### src/rtl/feed_pkt_arbiter.sv
// rtl/feed_pkt_arbiter.sv - packet-atomic round-robin arbiter merging market-feed streams
module feed_pkt_arbiter #(
    parameter int NUM_PORTS     = 2,
    parameter int DATA_WIDTH    = 64,
    parameter int EMPTY_WIDTH   = 3,
    parameter int MAX_PKT_BEATS = 188,
    parameter int CNT_WIDTH     = 16
) (
    input  logic                              clk,
    input  logic                              reset_n,
    input  logic [NUM_PORTS-1:0]              in_valid,
    output logic [NUM_PORTS-1:0]              in_ready,
    input  logic [NUM_PORTS-1:0]              in_startofpacket,
    input  logic [NUM_PORTS-1:0]              in_endofpacket,
    input  logic [NUM_PORTS*DATA_WIDTH-1:0]   in_data,
    input  logic [NUM_PORTS*EMPTY_WIDTH-1:0]  in_empty,
    input  logic [NUM_PORTS-1:0]              in_error,
    output logic                              out_valid,
    input  logic                              out_ready,
    output logic                              out_startofpacket,
    output logic                              out_endofpacket,
    output logic [DATA_WIDTH-1:0]             out_data,
    output logic [EMPTY_WIDTH-1:0]            out_empty,
    output logic                              out_error,
    output logic [$clog2(NUM_PORTS)-1:0]      grant_id,
    output logic                              busy,
    output logic [CNT_WIDTH-1:0]              orphan_cnt,
    output logic [CNT_WIDTH-1:0]              trunc_cnt
);

    localparam int GW = $clog2(NUM_PORTS);
    localparam int BW = $clog2(MAX_PKT_BEATS + 1);

    typedef enum logic [1:0] {
        S_IDLE  = 2'd0,
        S_XFER  = 2'd1,
        S_DRAIN = 2'd2
    } state_t;

    state_t                 r_state;
    state_t                 w_state_next;
    logic [GW-1:0]          r_rr_ptr;
    logic [GW-1:0]          r_grant;
    logic [BW-1:0]          r_beat_cnt;
    logic [CNT_WIDTH-1:0]   r_orphan_cnt;
    logic [CNT_WIDTH-1:0]   r_trunc_cnt;

    logic [NUM_PORTS-1:0]   w_cand;
    logic [NUM_PORTS-1:0]   w_orphan;
    logic                   w_found;
    logic [GW-1:0]          w_winner;
    logic [DATA_WIDTH-1:0]  w_data  [NUM_PORTS];
    logic [EMPTY_WIDTH-1:0] w_empty [NUM_PORTS];
    logic                   w_g_valid;
    logic                   w_g_sop;
    logic                   w_g_eop;
    logic                   w_g_err;
    logic                   w_trunc;
    logic                   w_xfer_fire;
    logic                   w_drain_fire;
    logic [GW-1:0]          w_next_ptr;

    for (genvar p = 0; p < NUM_PORTS; p++) begin : g_unpack
        assign w_data[p]  = in_data[p*DATA_WIDTH +: DATA_WIDTH];
        assign w_empty[p] = in_empty[p*EMPTY_WIDTH +: EMPTY_WIDTH];
    end

    assign w_cand       = in_valid & in_startofpacket;
    assign w_orphan     = in_valid & ~in_startofpacket;
    assign w_g_valid    = in_valid[r_grant];
    assign w_g_sop      = in_startofpacket[r_grant];
    assign w_g_eop      = in_endofpacket[r_grant];
    assign w_g_err      = in_error[r_grant];
    // The last beat slot of a packet that has not ended is cut short here.
    assign w_trunc      = (r_beat_cnt == BW'(MAX_PKT_BEATS - 1)) && !w_g_eop;
    assign w_xfer_fire  = (r_state == S_XFER) && w_g_valid && out_ready;
    assign w_drain_fire = (r_state == S_DRAIN) && w_g_valid;
    assign w_next_ptr   = (r_grant == GW'(NUM_PORTS - 1)) ? '0 : r_grant + 1'b1;

    // Round-robin pick: first SOP candidate at or after rr_ptr, wrapping.
    always_comb begin
        w_found  = 1'b0;
        w_winner = '0;
        for (int i = 0; i < NUM_PORTS; i++) begin
            logic [GW:0] sum;
            sum = {1'b0, r_rr_ptr} + (GW+1)'(i);
            if (sum >= (GW+1)'(NUM_PORTS)) begin
                sum = sum - (GW+1)'(NUM_PORTS);
            end
            if (!w_found && w_cand[sum[GW-1:0]]) begin
                w_found  = 1'b1;
                w_winner = sum[GW-1:0];
            end
        end
    end

    // State register.
    always_ff @(posedge clk) begin
        if (!reset_n) begin
            r_state <= S_IDLE;
        end else begin
            r_state <= w_state_next;
        end
    end

    // Next-state logic: packets are held atomically from grant to EOP.
    always_comb begin
        w_state_next = r_state;
        case (r_state)
            S_IDLE:  if (w_found) w_state_next = S_XFER;
            S_XFER: begin
                if (w_xfer_fire) begin
                    if (w_g_eop) begin
                        w_state_next = S_IDLE;
                    end else if (w_trunc) begin
                        w_state_next = S_DRAIN;
                    end
                end
            end
            S_DRAIN: if (w_drain_fire && w_g_eop) w_state_next = S_IDLE;
            default: w_state_next = S_IDLE;
        endcase
    end

    // Grant, round-robin pointer, beat counter and saturating status counters.
    always_ff @(posedge clk) begin
        if (!reset_n) begin
            r_rr_ptr     <= '0;
            r_grant      <= '0;
            r_beat_cnt   <= '0;
            r_orphan_cnt <= '0;
            r_trunc_cnt  <= '0;
        end else begin
            case (r_state)
                S_IDLE: begin
                    if ((|w_orphan) && (r_orphan_cnt != '1)) begin
                        r_orphan_cnt <= r_orphan_cnt + 1'b1;
                    end
                    if (w_found) begin
                        r_grant    <= w_winner;
                        r_beat_cnt <= '0;
                    end
                end
                S_XFER: begin
                    if (w_xfer_fire) begin
                        r_beat_cnt <= r_beat_cnt + 1'b1;
                        if (w_g_eop) begin
                            r_rr_ptr <= w_next_ptr;
                        end else if (w_trunc && (r_trunc_cnt != '1)) begin
                            r_trunc_cnt <= r_trunc_cnt + 1'b1;
                        end
                    end
                end
                S_DRAIN: begin
                    if (w_drain_fire && w_g_eop) begin
                        r_rr_ptr <= w_next_ptr;
                    end
                end
                default: ;
            endcase
        end
    end

    // Outputs: orphan drop in IDLE, zero-latency pass-through in XFER, sink in DRAIN.
    always_comb begin
        in_ready          = '0;
        out_valid         = 1'b0;
        out_startofpacket = 1'b0;
        out_endofpacket   = 1'b0;
        out_data          = '0;
        out_empty         = '0;
        out_error         = 1'b0;
        case (r_state)
            S_IDLE: in_ready = w_orphan;
            S_XFER: begin
                in_ready[r_grant] = out_ready;
                out_valid         = w_g_valid;
                out_startofpacket = w_g_sop && (r_beat_cnt == '0);
                out_endofpacket   = w_g_eop || w_trunc;
                out_data          = w_data[r_grant];
                out_empty         = w_empty[r_grant];
                out_error         = w_g_err || (w_g_sop && (r_beat_cnt != '0)) || w_trunc;
            end
            S_DRAIN: in_ready[r_grant] = 1'b1;
            default: ;
        endcase
        // Nothing is handshaken while reset is held, so no beat is lost mid-reset.
        if (!reset_n) begin
            in_ready  = '0;
            out_valid = 1'b0;
        end
    end

    assign busy       = (r_state != S_IDLE);
    assign grant_id   = r_grant;
    assign orphan_cnt = r_orphan_cnt;
    assign trunc_cnt  = r_trunc_cnt;

endmodule

### config.mk
export PLATFORM = sky130hd
export DESIGN_NAME = feed_pkt_arbiter
export DESIGN_NICKNAME = d
export VERILOG_FILES = /design/src/rtl/feed_pkt_arbiter.sv
export SDC_FILE = /design/constraint.sdc
export NUM_CORES = 1
export LEC_CHECK = 0
export ABC_AREA = 1
export CAP_MARGIN = 20
export CORE_AREA = 2 2 104 106
export CTS_CLUSTER_SIZE = 14
export DETAILED_ROUTE_END_ITERATION = 10
export DIE_AREA = 0 0 106 108
export GPL_TIMING_DRIVEN = 0
export PLACE_DENSITY = 0.87
export SLEW_MARGIN = 20
export SYNTH_ARGS = -nofsm -noshare
export SYNTH_HDL_FRONTEND = slang
export SYNTH_SLANG_ARGS = --single-unit
### constraint.sdc
create_clock -name clk -period 1.7 [get_ports clk]
set_clock_uncertainty 0.05 [all_clocks]
set_input_delay 0.425 -clock clk [delete_from_list [all_inputs] [get_ports clk]]
set_output_delay 0.425 -clock clk [all_outputs]
set_load 0.05 [all_outputs]
==> summary.md, run 1 <==
| Metric | Value |
|---|---|
| CP Capture Type | `primary output` |
| Hold endpoint | `orphan_cnt[12]` |
| Critical Path Max Stage Delay | `~0.37 ns` |
| Slew @ Worst Pin | `0.579 ns` |
| Placed Area | `around 6600 sq um` |
| Startpoint Class | `register` |
| Final WS setup | `-0.459 ns` |
| Final WL | `21100 microns` |
| # hold bufs at CTS | `0` |
| Combinational Power Share | `0.790` |
| Setup TNS | `-27.95 ns` |
| Pint | `0.00474 W` |
| RSZ-0062 raised after global routing | `true` |
| R2R Path End | `trunc_cnt[4]` |
| Switch Pwr | `0.00519 W` |
| #FFs+latches synth | `44` |
| CTS tree | `done` |
| Core Region | `10200 sq um` |
| Routed Antenna Nets | `0` |
| Hold path cells | `3` |
| Initial antenna violation count | `2` |
| Failing checks | `negative setup slack` |
| Number of global-route vias before repair | `5279` |
| Main flop type after synthesis | `dfxtp_1` |
| Async SR Flop Fraction | `0` |
| EDFF count, synth | `0` |
| Pre-CTS WS | `-1.40 ns` |
| Die Area | `11400 sq um` |
| Final hold viol count | `0` |
| Clock Path Buffers | `2` |
| Pwr Density | `about 1200 nW/um^2` |
| Row Count | `37` |
| YS warnings | `0` |
| Worst path required time | `1.22 ns` |
| Area growth syn-to-layout | `120%` |
| VDD IR max | `0.866 mV` |
| Cell-by-cell trace of the critical path | `inv_4 > nor2_8 > inv_4 > buf_12 > buf_12 > nor2_1 > o21ai_1 > nand3_2 > buf_8` |
| Via Count | `between 6000 and 7000` |
| Largest net degree at the start of global routing | `15` |
| Clock share of power | `0.090` |
| GRT overflow | `0` |
| CTS buffer count | `5` |
| Hold Startpoint | `reset_n` |
| Pleak | `3.37 nW` |
| Die X | `106 microns` |
| 1st-iter DRT viols | `about 600` |
| Post-Syn Nets | `832` |
| Min-delay worst type | `input port to register` |
| Simple-gate share of the synthesized area | `0.494` |
| Seq/Total Area, Yosys | `0.235` |
| Switch share | `0.523` |
| Syn avg cell area | `around 5.5 sq um` |
| Worst r2r path cells | `12` |
| PortBufs | `250` |
| IO Count | `252` |
| CP Max Fanout | `6` |
| Worst Path Buf+Inv | `5` |
| Critical path arrival | `1.68 ns` |
| Max_cap viols | `0` |
| Clock Sinks | `44` |
| Max H-tree Level | `2` |
| Via density | `5.37` |
| Slew margin rel. | `0.614` |
| Mux contribution to synthesized area | `0` |
| Critical path's slowest cell | `dfxtp_2` |
| Main combinational cell family by area after synthesis | `simple AND/OR/NAND/NOR gates` |
| Compound-Gate Fraction of Synth Area | `0.151` |
| Detailed Routing Iterations Pass 1 | `6` |
| Slew Viols, Final | `0` |
| Overall die height | `108 microns` |
| Final number of setup-violating endpoints | `99` |
| Crit Path Class | `register to primary output` |
| Root Driver | `clkbuf_8` |
| GP Congestion | `about 0.96` |
| Worst skew pair latency | `0.31 ns` |
| Status | `finished with violations` |
| HPWL after DPL | `13000 microns` |
| Post-Syn Instances | `683` |
| Starting Density | `0.367` |
| Flop pwr share | `0.121` |
| Reg-to-reg startpoint | `r_state[0]` |
| Clock slew at reported path FFs | `0.09 ns` |
| Final period utilization | `1.27` |
| Netlist Area Pre-Place | `3750 sq um` |
| FF-to-FF setup slack | `-0.19 ns` |
| Fmax | `approximately 460 MHz` |
| Avg WL per Cell | `18.8 microns` |
| Fin area | `8270 sq um` |
| # DRC | `0` |
| Synth cell types | `35` |
| Tmin final | `about 2.2 ns` |
| Layout cells sized above 1 | `0.367` |
| Post-synthesis xor/xnor area fraction | `0.00467` |
| Total GRT Usage | `0.300` |
| Adder-cell share of the synthesized area | `0.0133` |
| NumNets Final | `1132` |
| Delay-heaviest family, CP | `buffers and inverters` |
| First-pass GRT wire length | `27300 microns` |
[synthesized netlist by cell type (2+ instances only)]
cell type / n / share of area
dfxtp_1: 44 / 0.23
buf_6: 2 / 0.0060
a21oi_1: 87 / 0.12
buf_1: 7 / 0.0070
nor3_1: 10 / 0.013
nor2_2: 11 / 0.018
nand3_1: 34 / 0.045
o21ai_0: 7 / 0.0093
nand3b_1: 2 / 0.0040
buf_2: 3 / 0.0040
o32ai_1: 2 / 0.0047
inv_2: 9 / 0.0090
ha_1: 4 / 0.013
nand3_2: 2 / 0.0053
nand2_4: 3 / 0.0090
clkbuf_1: 18 / 0.018
nand4_1: 19 / 0.032
inv_1: 53 / 0.053
buf_4: 2 / 0.0040
nor2_1: 100 / 0.10
nand2_2: 4 / 0.0067
o21bai_1: 2 / 0.0040
nand3_4: 2 / 0.0093
xor2_1: 2 / 0.0047
nand2_1: 244 / 0.24
[worst max-delay path by stage]
stage	start	end	slack [ns]	depth (start not counted)
final	r_state[0]	out_error	-0.46	9
after CTS	r_state[0]	out_error	-0.39	9
after floorplan	grant_id	out_data[13]	-0.50	4
after global routing	r_state[0]	out_error	-0.56	9
after global placement	in_valid[1]	in_ready[1]	-1.41	6
after detailed placement	in_valid[1]	in_ready[1]	-1.40	6
[what timing repair did]
action                                 4_1_cts  5_1_grt
endpoints found under the hold margin        0        0
buffers inserted                            13       22
pin swaps                                   14       37
cloned                                       6        3
gates resized for setup                    730      161
setup endpoints to repair                  131      129
[routing by layer]
metal,up-vias,track usage,part of all wire
li1,2795,-,-
met2,354,0.546,0.51
met5,-,0,0
met3,73,0.0886,0.094
met4,0,0.0921,0.039
met1,2805,0.339,0.35
[placed cells by master (no fill, tap or decap), types with 8 or more instances in the layout]
master           instances
buf_6                   65
clkdlybuf4s15_1          9
a21oi_2                 23
nand3_1                 30
nor2_4                  19
nand2_2                 11
a21oi_4                 38
clkdlybuf4s15_2         10
buf_4                   38
clkbuf_8                 9
dfxtp_1                 17
inv_2                   10
nor2_2                  17
nand2_1                230
clkbuf_2                16
nand4_1                 19
dlygate4sd2_1            8
dfxtp_2                 21
nor2_1                  75
inv_1                   46
buf_8                   14
clkdlybuf4s50_1        138
nand2_4                  9
a21oi_1                 27
[cells by family (layout without fill, tap and decap cells)]
logic type               Yosys count  count (layout)
AND/OR/NAND/NOR                  433             434
buffers and inverters             95             395
XOR/XNOR                           2               2
other                              0               2
AO/OA/AOI/OAI                    105             105
flip-flops                        44              44
adder cells (fa/ha/maj)            4               4
[power by group through the flow]
stage          Combinational (W)  Clock, W  Sequential (W)
2_1_floorplan            0.00328         0         0.00130
6_report                 0.00784  0.000890         0.00120
3_5_place_dp             0.00526         0         0.00119
4_1_cts                  0.00700  0.000876         0.00118
3_3_place_gp             0.00525         0         0.00119
5_1_grt                  0.00813  0.000923         0.00120
[metrics by stage]
step                      hold slack [ns]  power [W]  cells  utilization
final                               0.387    0.00993   1122        0.808
after global routing                0.396     0.0103   1122        0.808
after CTS                           0.386    0.00905   1096        0.743
after detailed placement            0.408    0.00646   1069        0.641
after global placement              0.400    0.00644   1069        0.641
after floorplan                     0.386    0.00458    683            -
[state kept, by name, summed over array words and instances, names as in the netlist]
register,count
trunc_cnt,16
r_beat_cnt,8
r_state,2
orphan_cnt,16
grant_id,1
r_rr_ptr,1
[worst min-delay path, stage by stage]
cell and delay, ns:
clkbuf_2 0.16, nand2_1 0.10, a21oi_1 0.03
[cell type report]
class | instances | area (sq um)
Clock inverter | 2 | 38.8
Antenna cell | 2 | 5.00
Multi-Input combinational cell | 545 | 3410
Sequential cell | 44 | 930
Timing Repair Buffer | 292 | 3050
Tap cell | 136 | 170
Inverter | 63 | 270
Fill cell | 660 | 1960
Buffer | 32 | 318
Clock buffer | 6 | 82.6
(Power assumes the default switching activity.)
==> run 2: changes to the inputs <==
--- a/config.mk
+++ b/config.mk
@@ -6,13 +6,14 @@
 export NUM_CORES = 1
 export LEC_CHECK = 0
 export ABC_AREA = 1
+export ABC_CLOCK_PERIOD_IN_PS = 1900
 export CAP_MARGIN = 20
-export CORE_AREA = 2 2 104 106
+export CORE_AREA = 2 2 110 112
 export CTS_CLUSTER_SIZE = 14
 export DETAILED_ROUTE_END_ITERATION = 10
-export DIE_AREA = 0 0 106 108
+export DIE_AREA = 0 0 112 114
 export GPL_TIMING_DRIVEN = 0
-export PLACE_DENSITY = 0.87
+export PLACE_DENSITY = 0.82
 export SLEW_MARGIN = 20
 export SYNTH_ARGS = -nofsm -noshare
 export SYNTH_HDL_FRONTEND = slang
==> constraint.sdc (replaced) <==
create_clock -name clk -period 1.9 [get_ports clk]
set_clock_uncertainty 0.05 [all_clocks]
set_input_delay 0.475 -clock clk [delete_from_list [all_inputs] [get_ports clk]]
set_output_delay 0.475 -clock clk [all_outputs]
set_load 0.05 [all_outputs]
==> run 2 against run 1 <==
Compared with the run above: combinational power down 8.8%; final cell count down 1.2%; largest power group unchanged; non-clock buffer count down 22; the run still ends with negative setup slack left; die area up 12%; sequential share of layout area down 0.33 points; clock-buffer cell count down 1.
==> summary.md, run 2 (same netlist as run 1, synthesis figures left out) <==
| Metric | Value |
|---|---|
| Status | `finished with violations` |
| Failing checks | `negative setup slack` |
| Clock Path Buffers | `2 (unchanged)` |
| Core Region | `11700 sq um (+14%)` |
| Via Count | `5622 (-6.7%)` |
| Hold endpoint | `r_rr_ptr` |
| Layout cells sized above 1 | `0.283 (-0.0841)` |
| Via density | `5.07 (-5.6%)` |
| Initial antenna violation count | `0 (-2)` |
| Pleak | `3.42 nW (+1.6%)` |
| PortBufs | `250 (unchanged)` |
| Inst Count DP | `1080 (+1.0%)` |
| FF-to-FF setup slack | `0.12 ns (+0.31 ns)` |
| Startpoint Class | `input port` |
| Filler cells | `884 (+34%)` |
| Min-delay worst type | `register to register` |
| Area growth syn-to-layout | `120%` |
| Most common cell after layout, fill and taps aside | `nand2_1` |
| Most Crowded Layer GR | `met2` |
| Critical path's slowest cell | `clkdlybuf4s50_1` |
| Cell-by-cell trace of the critical path | `clkdlybuf4s50_1 > nand2_1 > nand2_2 > nor2_2 > nand2_2 > nand3_2 > buf_8` |
| CP Capture Type | `primary output` |
| Critical path arrival | `1.57 ns (-0.11 ns)` |
| Final hold viol count | `0 (unchanged)` |
| VDD IR max | `0.839 mV (-3.2%)` |
| Starting Density | `0.320 (-0.0464)` |
| Critical Path Max Stage Delay | `0.40 ns (+0.03 ns)` |
| Worst path required time | `1.37 ns (+0.15 ns)` |
| Final number of setup-violating endpoints | `72 (-27%)` |
| CTS buffer count | `5 (unchanged)` |
| CP startpoint | `in_endofpacket[1]` |
| Slew @ Worst Pin | `0.718 ns (+0.140 ns)` |
| R2R Path End | `orphan_cnt[0]` |
| Switch share | `0.518 (-0.00525)` |
| GP Congestion | `0.925 (-3.2%)` |
| Slew Viols, Final | `0 (unchanged)` |
| Fmax | `477 MHz` |
| Combinational Power Share | `0.787 (-0.003)` |
| Worst Path Buf+Inv | `2 (-3)` |
| Fin cells | `1109 (-1.2%)` |
| Root Driver | `clkbuf_16` |
| Final WL | `19500 microns (-7.5%)` |
| GRT overflow | `0 (unchanged)` |
| First-pass GRT wire length | `27700 microns (+1.4%)` |
| Clock Sinks | `44 (unchanged)` |
| Clock share of power | `0.097 (+0.007)` |
| Detailed Routing Iterations Pass 1 | `7 (+1)` |
| Hold Startpoint | `r_rr_ptr` |
| Global routing usage on met2 | `0.492 (-0.0544)` |
| Total GRT Usage | `0.272 (-0.0284)` |
| Multi-input gate area | `3420 sq um (+0.44%)` |
| # hold bufs at CTS | `0 (unchanged)` |
| Row Count | `40 (+8.1%)` |
| NumNets Final | `1110 (-1.9%)` |
| Grt met3 use | `0.0553 (-0.0333)` |
| Overall die height | `114 microns (+5.6%)` |
| Reg-to-reg startpoint | `orphan_cnt[13]` |
| Die Area | `12800 sq um (+12%)` |
| Worst r2r path cells | `7 (-5)` |
| Worst skew pair latency | `0.29 ns (-0.02 ns)` |
| Max H-tree Level | `2 (unchanged)` |
| CTS tree | `done` |
| Routed Antenna Nets | `0 (unchanged)` |
| IO Count | `252 (unchanged)` |
| Switch Pwr | `0.00470 W (-9.4%)` |
| N_diodes | `0 (-2)` |
| CP Max Fanout | `3 (-3)` |
| # DRC | `0 (unchanged)` |
| Largest net degree at the start of global routing | `16 (+1)` |
| Number of global-route vias before repair | `5198 (-1.5%)` |
| Tmin final | `between 2 and 2.5 ns` |
| Die X | `112 microns (+5.7%)` |
| Most frequent cells in the layout | `237 x nand2_1, 137 x clkdlybuf4s50_1, 95 x nor2_1, 69 x a21oi_4` |
| Flop pwr share | `0.116 (-0.005)` |
| Delay-heaviest family, CP | `buffers and inverters` |
| Clock slew at reported path FFs | `0.07 ns (-0.02 ns)` |
| CP dominant cell by count | `nand2_2` |
| Register area | `900 sq um (-3.2%)` |
| Met1 usage | `0.318 (-0.0211)` |
| Hold path cells | `2 (-1)` |
| Avg WL per Cell | `17.6 microns (-6.4%)` |
| Pwr Density | `1100 nW/um^2 (-8.2%)` |
| Crit Path Class | `input port to primary output` |
| Pint | `0.00438 W (-7.5%)` |
| Slew margin rel. | `0.517 (-0.0968)` |
| Layout Utilization | `0.704 (-0.104)` |
| Final period utilization | `1.10` |
| HPWL after DPL | `13200 microns (+1.6%)` |
| Max_cap viols | `0 (unchanged)` |
| Final WS setup | `-0.197 ns (+0.262 ns)` |
| 1st-iter DRT viols | `408 (-32%)` |
| RSZ-0062 raised after global routing | `true` |
-- run 2: cell types whose count changed in the layout (fill, tap and decap cells not counted), sizes merged --
cell           before  now
diode               2    0
clkdlybuf4s15      19    1
clkdlybuf4s50     138  137
clkbuf             32   25
clkinv              2    1
clkinvlp            1    2
dlygate4sd2         8   37
inv                61   63
buf               133  106
dlymetal6s2s        0    1
bufinv              1    0
-- run 2: per-layer routing --
layer	wire [microns]	part of all wire	vias up
li1	-	-	2744
met1	7370	0.38	2594
met2	9840	0.50	233
met3	1440	0.074	51
met4	841	0.043	0
met5	0	0	-
-- run 2: worst min-delay path, delay by kind of cell (launching register included) --
family	cells	cell delay, ns
flops	1	0.31
simple gates	1	0.06
compound gates	1	0.05
-- run 2: what timing repair did --
action | 4_1_cts | 5_1_grt
pin swaps | 4 | 12
gates resized for setup | 763 | 57
buffers inserted | 9 | 4
setup endpoints to repair | 112 | 93
cloned | 5 | 3
-- run 2: how the worst max path moves through the flow --
stage / end / slack, ns / depth (start not counted)
6_report: out_error / -0.20 / 7
5_1_grt: out_error / -0.27 / 8
4_1_cts: out_error / -0.22 / 7
3_5_place_dp: out_startofpacket / -1.22 / 6
3_3_place_gp: out_startofpacket / -1.21 / 6
2_1_floorplan: out_data[12] / -0.40 / 6
-- run 2: per-stage QoR --
step           setup slack [ns]  power (W)  hold slack (ns)  TNS, ns  instance area (sq um)
2_1_floorplan            -0.398    0.00418            0.386   -20.29                   3940
3_3_place_gp              -1.21    0.00587            0.407   -65.57                   6630
3_5_place_dp              -1.22    0.00589            0.409   -67.00                   6630
4_1_cts                  -0.215    0.00861            0.419    -8.37                   7900
5_1_grt                  -0.265    0.00941            0.440   -12.05                   8240
6_report                 -0.197    0.00909            0.417    -8.25                   8240
-- run 2: final cells by class --
type                       instances  area share
clock buffer                       5      0.0152
sequential                        44       0.109
inverter                          63      0.0299
multi-input combinational        545       0.415
timing repair buffer             270       0.355
clock inverter                     3     0.00288
buffer                            32      0.0507
tap                              147      0.0223
-- run 2: power groups by stage --
| stage | logic [W] | clock network [W] | registers (W) |
|---|---|---|---|
| 2_1_floorplan | 0.00302 | 0 | 0.00116 |
| 3_3_place_gp | 0.00481 | 0 | 0.00106 |
| 3_5_place_dp | 0.00483 | 0 | 0.00107 |
| 4_1_cts | 0.00665 | 0.000902 | 0.00105 |
| 5_1_grt | 0.00740 | 0.000945 | 0.00107 |
| 6_report | 0.00715 | 0.000879 | 0.00106 |
